==> src/rtl/clock_ctrl.sv <==
// clock_ctrl: drives the rollover pulse stream and per-run reset for the divided-clock block.
// First rollover Peff+1 cycles after start is sampled; configuration is accepted only while idle.
module clock_ctrl #(
  parameter int WIDTH      = 8,
  parameter int CNT_WIDTH  = 8,
  parameter int DEF_PERIOD = 4
) (
  input  logic                 i_clk,
  input  logic                 i_reset,
  input  logic                 i_start,
  input  logic                 i_stop,
  input  logic                 i_cfg_valid,
  output logic                 o_cfg_ready,
  input  logic [WIDTH-1:0]     i_cfg_period,
  input  logic [CNT_WIDTH-1:0] i_cfg_count,
  output logic                 o_roll_over,
  output logic                 o_clk_reset,
  output logic                 o_busy,
  output logic                 o_done,
  output logic [CNT_WIDTH-1:0] o_remaining
);

  typedef enum logic [1:0] {
    S_IDLE,
    S_SYNC,
    S_RUN,
    S_DONE
  } state_t;

  state_t               r_state;
  state_t               w_next;
  logic [WIDTH-1:0]     r_period;
  logic [WIDTH-1:0]     r_cyc;
  logic [WIDTH-1:0]     w_pmax;
  logic [CNT_WIDTH-1:0] r_count;
  logic [CNT_WIDTH-1:0] r_remaining;
  logic                 w_cfg_load;
  logic                 w_roll;
  logic                 w_burst;
  logic                 w_last;

  assign w_cfg_load = (r_state == S_IDLE) && i_cfg_valid;

  // A programmed period of 0 behaves as 1, so the wrap point never underflows.
  assign w_pmax  = (r_period == '0) ? '0 : (r_period - WIDTH'(1));
  assign w_roll  = (r_state == S_RUN) && (r_cyc == w_pmax);
  assign w_burst = (r_count != '0);
  assign w_last  = w_roll && w_burst && (r_remaining == CNT_WIDTH'(1));

  always_ff @(posedge i_clk or negedge i_reset) begin
    if (!i_reset) begin
      r_state <= S_IDLE;
    end else begin
      r_state <= w_next;
    end
  end

  always_comb begin
    w_next      = r_state;
    o_cfg_ready = 1'b0;
    o_clk_reset = 1'b0;
    o_busy      = 1'b0;
    o_done      = 1'b0;
    o_roll_over = 1'b0;
    unique case (r_state)
      S_IDLE: begin
        o_cfg_ready = 1'b1;
        if (i_start && !i_stop) begin
          w_next = S_SYNC;
        end
      end
      S_SYNC: begin
        o_clk_reset = 1'b1;
        o_busy      = 1'b1;
        w_next      = i_stop ? S_IDLE : S_RUN;
      end
      S_RUN: begin
        o_busy      = 1'b1;
        o_roll_over = w_roll;
        // Stop outranks burst completion, but the decoded rollover still goes out.
        if (i_stop) begin
          w_next = S_IDLE;
        end else if (w_last) begin
          w_next = S_DONE;
        end
      end
      S_DONE: begin
        o_done = 1'b1;
        w_next = S_IDLE;
      end
      default: begin
        w_next = S_IDLE;
      end
    endcase
  end

  always_ff @(posedge i_clk or negedge i_reset) begin
    if (!i_reset) begin
      r_period    <= WIDTH'(DEF_PERIOD);
      r_count     <= '0;
      r_cyc       <= '0;
      r_remaining <= '0;
    end else begin
      if (w_cfg_load) begin
        r_period <= i_cfg_period;
        r_count  <= i_cfg_count;
      end

      if (r_state == S_RUN) begin
        r_cyc <= w_roll ? '0 : (r_cyc + WIDTH'(1));
      end else begin
        r_cyc <= '0;
      end

      // Same-cycle configuration takes effect for the run being started.
      if ((r_state == S_IDLE) && (w_next == S_SYNC)) begin
        r_remaining <= w_cfg_load ? i_cfg_count : r_count;
      end else if (w_roll && w_burst && (r_remaining != '0)) begin
        r_remaining <= r_remaining - CNT_WIDTH'(1);
      end
    end
  end

  assign o_remaining = r_remaining;

endmodule

==> config.mk <==
export PLATFORM = sky130hd
export DESIGN_NAME = clock_ctrl
export DESIGN_NICKNAME = d
export VERILOG_FILES = /design/src/rtl/clock_ctrl.sv
export SDC_FILE = /design/constraint.sdc
export NUM_CORES = 1
export LEC_CHECK = 0
export BUFFER_PORTS_ARGS = -buffer_cell sky130_fd_sc_hd__buf_4
export CAP_MARGIN = 15
export CORE_UTILIZATION = 56
export DETAILED_ROUTE_END_ITERATION = 8
export GPL_ROUTABILITY_DRIVEN = 1
export PLACE_DENSITY = 0.79
export RECOVER_POWER = 25
export SETUP_SLACK_MARGIN = 0.15
export SYNTH_ARGS = -nofsm -noshare
export SYNTH_HDL_FRONTEND = slang
export SYNTH_SLANG_ARGS = --single-unit
==> constraint.sdc <==
create_clock -name i_clk -period 5.04 [get_ports i_clk]
set_clock_uncertainty 0.2 [all_clocks]
set_input_delay 1.26 -clock i_clk [delete_from_list [all_inputs] [get_ports i_clk]]
set_output_delay 1.26 -clock i_clk [all_outputs]
set_load 0.005 [all_outputs]
==> reports/results.tsv <==
stage	metric	value	unit
global_route	overflow	0	
synthesis	synth_cell_type_count	47	
clocking	cts_resized	0	
clocking	worstSkewPairLatency	0.35	ns
floorplan	start_util	60.0	%
floorplan	die_w	62.5	um
worst_setup_path	r2r_cells	9	
synthesis	syn_avg_cell_area	9.91	um2
clocking	cts_buffers	5	
floorplan	dieArea	0.00391	mm2
final_layout	fin_area	0.00238	mm2
global_route	grt_pass1_vias	1678	
worst_setup_path	worst_ep_required_time	3.58	ns
clocking	cts_hold_buffers	0	
global_route	grt_max_degree	35	
final_layout	drive_above_1_share	27.0	%
flow_run	maxCapViolCount	1	
clocking	post_cts_buffers	0	
worst_setup_path	worstPathArrival	3.21	ns
final_layout	multiInputGateArea	0.00111	mm2
synthesis	ys_seq_elements	34	
worst_hold_path	hold_start	r_count[5]$_DFF_PN0_	
synthesis	syn_nets	236	
route	via_per_inst	5.99	
synthesis	syn_inst	207	
synthesis	seq_area_frac_synth	41.5	%
route	vias	1695	
timing	final_hold_viol_count	0	
clocking	h-tree-depth	2	
place	dp_hpwl	3300	um
global_route	antenna_found_initial	0	
pwr	pwr_density_cell	553	mW/mm2
clocking	cts_tree	built	
synthesis	synth-edff-count	0	
worst_hold_path	hold_path_depth	1	
floorplan	row_count	21	
final_layout	diodes	0	
final_layout	nNetsFinal	265	
worst_setup_path	critical-path-max-stage-delay	0.58	ns
synthesis	synthFlopType	dfrtp_1	
worst_setup_path	start_kind	flip-flop	
worst_hold_path	whs_endpoint	r_count[5]$_DFF_PN0_	
worst_setup_path	cp_max_fo	13	
route	drc_errors	0	
final_layout	area_growth	16.2	%
final_layout	final_util	69.7	%
final_layout	ff_latch_area	852	um2
status	status	complete, but fails checks	
timing	holdWs	0.329	ns
place	io_buffers	33	
route	first_iter_violations	98	
timing	rsz0062_at_grt	false	
worst_setup_path	r2r_slack	1.39	ns
synthesis	yosysWarnings	0	
global_route	grtUsageTotal	25.5	%
route	wl	4360	um
timing	worst_slew_pin_slew	1.81	ns
worst_setup_path	r2r_end	o_remaining[6]$_DFFE_PN0P_	
place	placed_cell_area	0.00231	mm2
timing	slew_headroom	-20.8	%
floorplan	die_h	62.5	um
clocking	clock_sinks	34	
pwr	vdd_ir_drop_max	0.383	mV
final_layout	layout_common_cells	33 x buf_4, 33 x dfrtp_1, 17 x nor2_1	
timing	maxSlewViolCount	35	
clocking	clk_pin_slew_worst_paths	0.10	ns
global_route	grt_pass1_wl	7780	um
synthesis	async_flop_share	100	%
worst_setup_path	crit_slowest_cell	or4_4	
final_layout	nFillCells	278	
timing	finalSetupViolCount	0	
floorplan	design.core.area	0.00342	mm2
status	violations	max-capacitance violations, max-slew violations	
worst_setup_path	worstReg2RegStart	r_period[0]$_DFFE_PN0P_	
synthesis	syn_area	0.00205	mm2
worst_hold_path	hold_path_class	reg -> reg	
timing	tns	0	ns
route	routedWlPerCell	15.4	um
clocking	cts_buffer_depth	2	
clocking	root_buffer	clkbuf_4	
pwr	p_leak	0.00101	uW
worst_setup_path	crit_top_cell	inv_1	
timing	fmax	214	MHz
timing	fin_crit	4.67	ns
route	final_antenna_net_count	0	
place	gp_congestion	0.888	
worst_setup_path	crit_chain	inv_1 -> ha_1 -> or3b_1 -> or3_4 -> a221oi_2 -> o22ai_1 -> or4_4 -> inv_1 -> buf_4	
worst_setup_path	end_kind	output port	
timing	fin_crit_sh	92.7	%
floorplan	io_pins	34	
worst_setup_path	path_class	reg -> out	
route	first_pass_iters	4	
-- kinds of logic after synthesis --
group / share of synthesized area, %
muxes: 8.79
buffers and inverters: 4.33
AOI/OAI and AO/OA: 15.1
DFF: 41.5
xor gates and xnor gates: 4.94
and+or+nand+nor: 20.4
adders and majority gates: 4.88
-- per-stage QoR --
stage / power [uW] / setup slack [ns] / std cells
after floorplan: 918 / 0.936 / 207
after global placement: 1080 / 0.890 / 275
after detailed placement: 1120 / 0.759 / 275
after CTS: 1320 / 0.381 / 283
after global routing: 1430 / 0.204 / 283
final: 1320 / 0.369 / 283
-- flip-flops by register name, summed over array words and instances (netlist names) --
| register | count |
|---|---|
| r_state | 2 |
| o_remaining | 8 |
| r_period | 8 |
| r_cyc | 8 |
| r_count | 8 |
-- Yosys cell counts, types with 2 or more instances --
master / number / area, um2
a21o_1: 2 / 15.0
a21oi_1: 3 / 15.0
a31oi_1: 8 / 50.1
and3_1: 5 / 31.3
buf_2: 2 / 10.0
clkbuf_1: 9 / 33.8
dfrtp_1: 33 / 826
ha_1: 8 / 100
inv_1: 9 / 33.8
mux2_2: 16 / 180
nand2_1: 8 / 30.0
nand2b_1: 2 / 12.5
nand3_1: 7 / 35.0
nor2_1: 17 / 63.8
nor2b_1: 3 / 18.8
nor3_1: 3 / 15.0
nor4_1: 3 / 18.8
o211ai_1: 3 / 22.5
o21a_1: 2 / 15.0
o21ai_0: 9 / 45.0
o22ai_1: 2 / 12.5
o31ai_1: 4 / 30.0
or3_1: 10 / 62.6
or4_1: 8 / 60.1
or4_4: 2 / 22.5
xnor2_1: 3 / 26.3
xor2_1: 6 / 52.6
-- power breakdown --
part           leakage, uW  switching (uW)  internal [uW]
Combinational     0.000557             293            312
Clock            0.0000450            96.7            103
Sequential        0.000412             128            384
Total              0.00101             517            799
-- cell type report --
type	count	share of cell area (%)
timing repair buffer	34	10.6
tap	46	2.42
clock inverter	3	1.68
sequential	34	35.8
inverter	9	1.42
multi-input combinational	152	46.6
clock buffer	5	1.58
-- worst max-delay path, delay by kind of cell (launching register included) --
| kind | cells | cell delay (ns) |
|---|---|---|
| fa+ha+maj | 1 | 0.24 |
| simple gates | 3 | 1.48 |
| compound gates | 2 | 0.41 |
| buf+inv | 3 | 0.29 |
| flops | 1 | 0.45 |
-- per-layer routing --
| layer | part of all wire (%) | wire length (um) | track usage, % |
|---|---|---|---|
| met5 | 0 | 0 | 0 |
| met3 | 7.8 | 339 | 6.20 |
| met1 | 44 | 1930 | 34.7 |
| met4 | 2.1 | 91 | 9.88 |
| met2 | 46 | 2000 | 39.1 |
-- worst max-delay path by stage --
stage / start / end / slack (ns) / depth (start not counted)
floorplan: r_period[0]$_DFFE_PN0P_ / o_roll_over / 0.94 / 10
global placement: r_period[0]$_DFFE_PN0P_ / o_roll_over / 0.89 / 9
detailed placement: r_period[0]$_DFFE_PN0P_ / o_roll_over / 0.76 / 9
CTS: r_period[0]$_DFFE_PN0P_ / o_roll_over / 0.38 / 9
global route: r_period[0]$_DFFE_PN0P_ / o_roll_over / 0.20 / 9
finish: r_period[0]$_DFFE_PN0P_ / o_roll_over / 0.37 / 9
(Power assumes the default switching activity.)
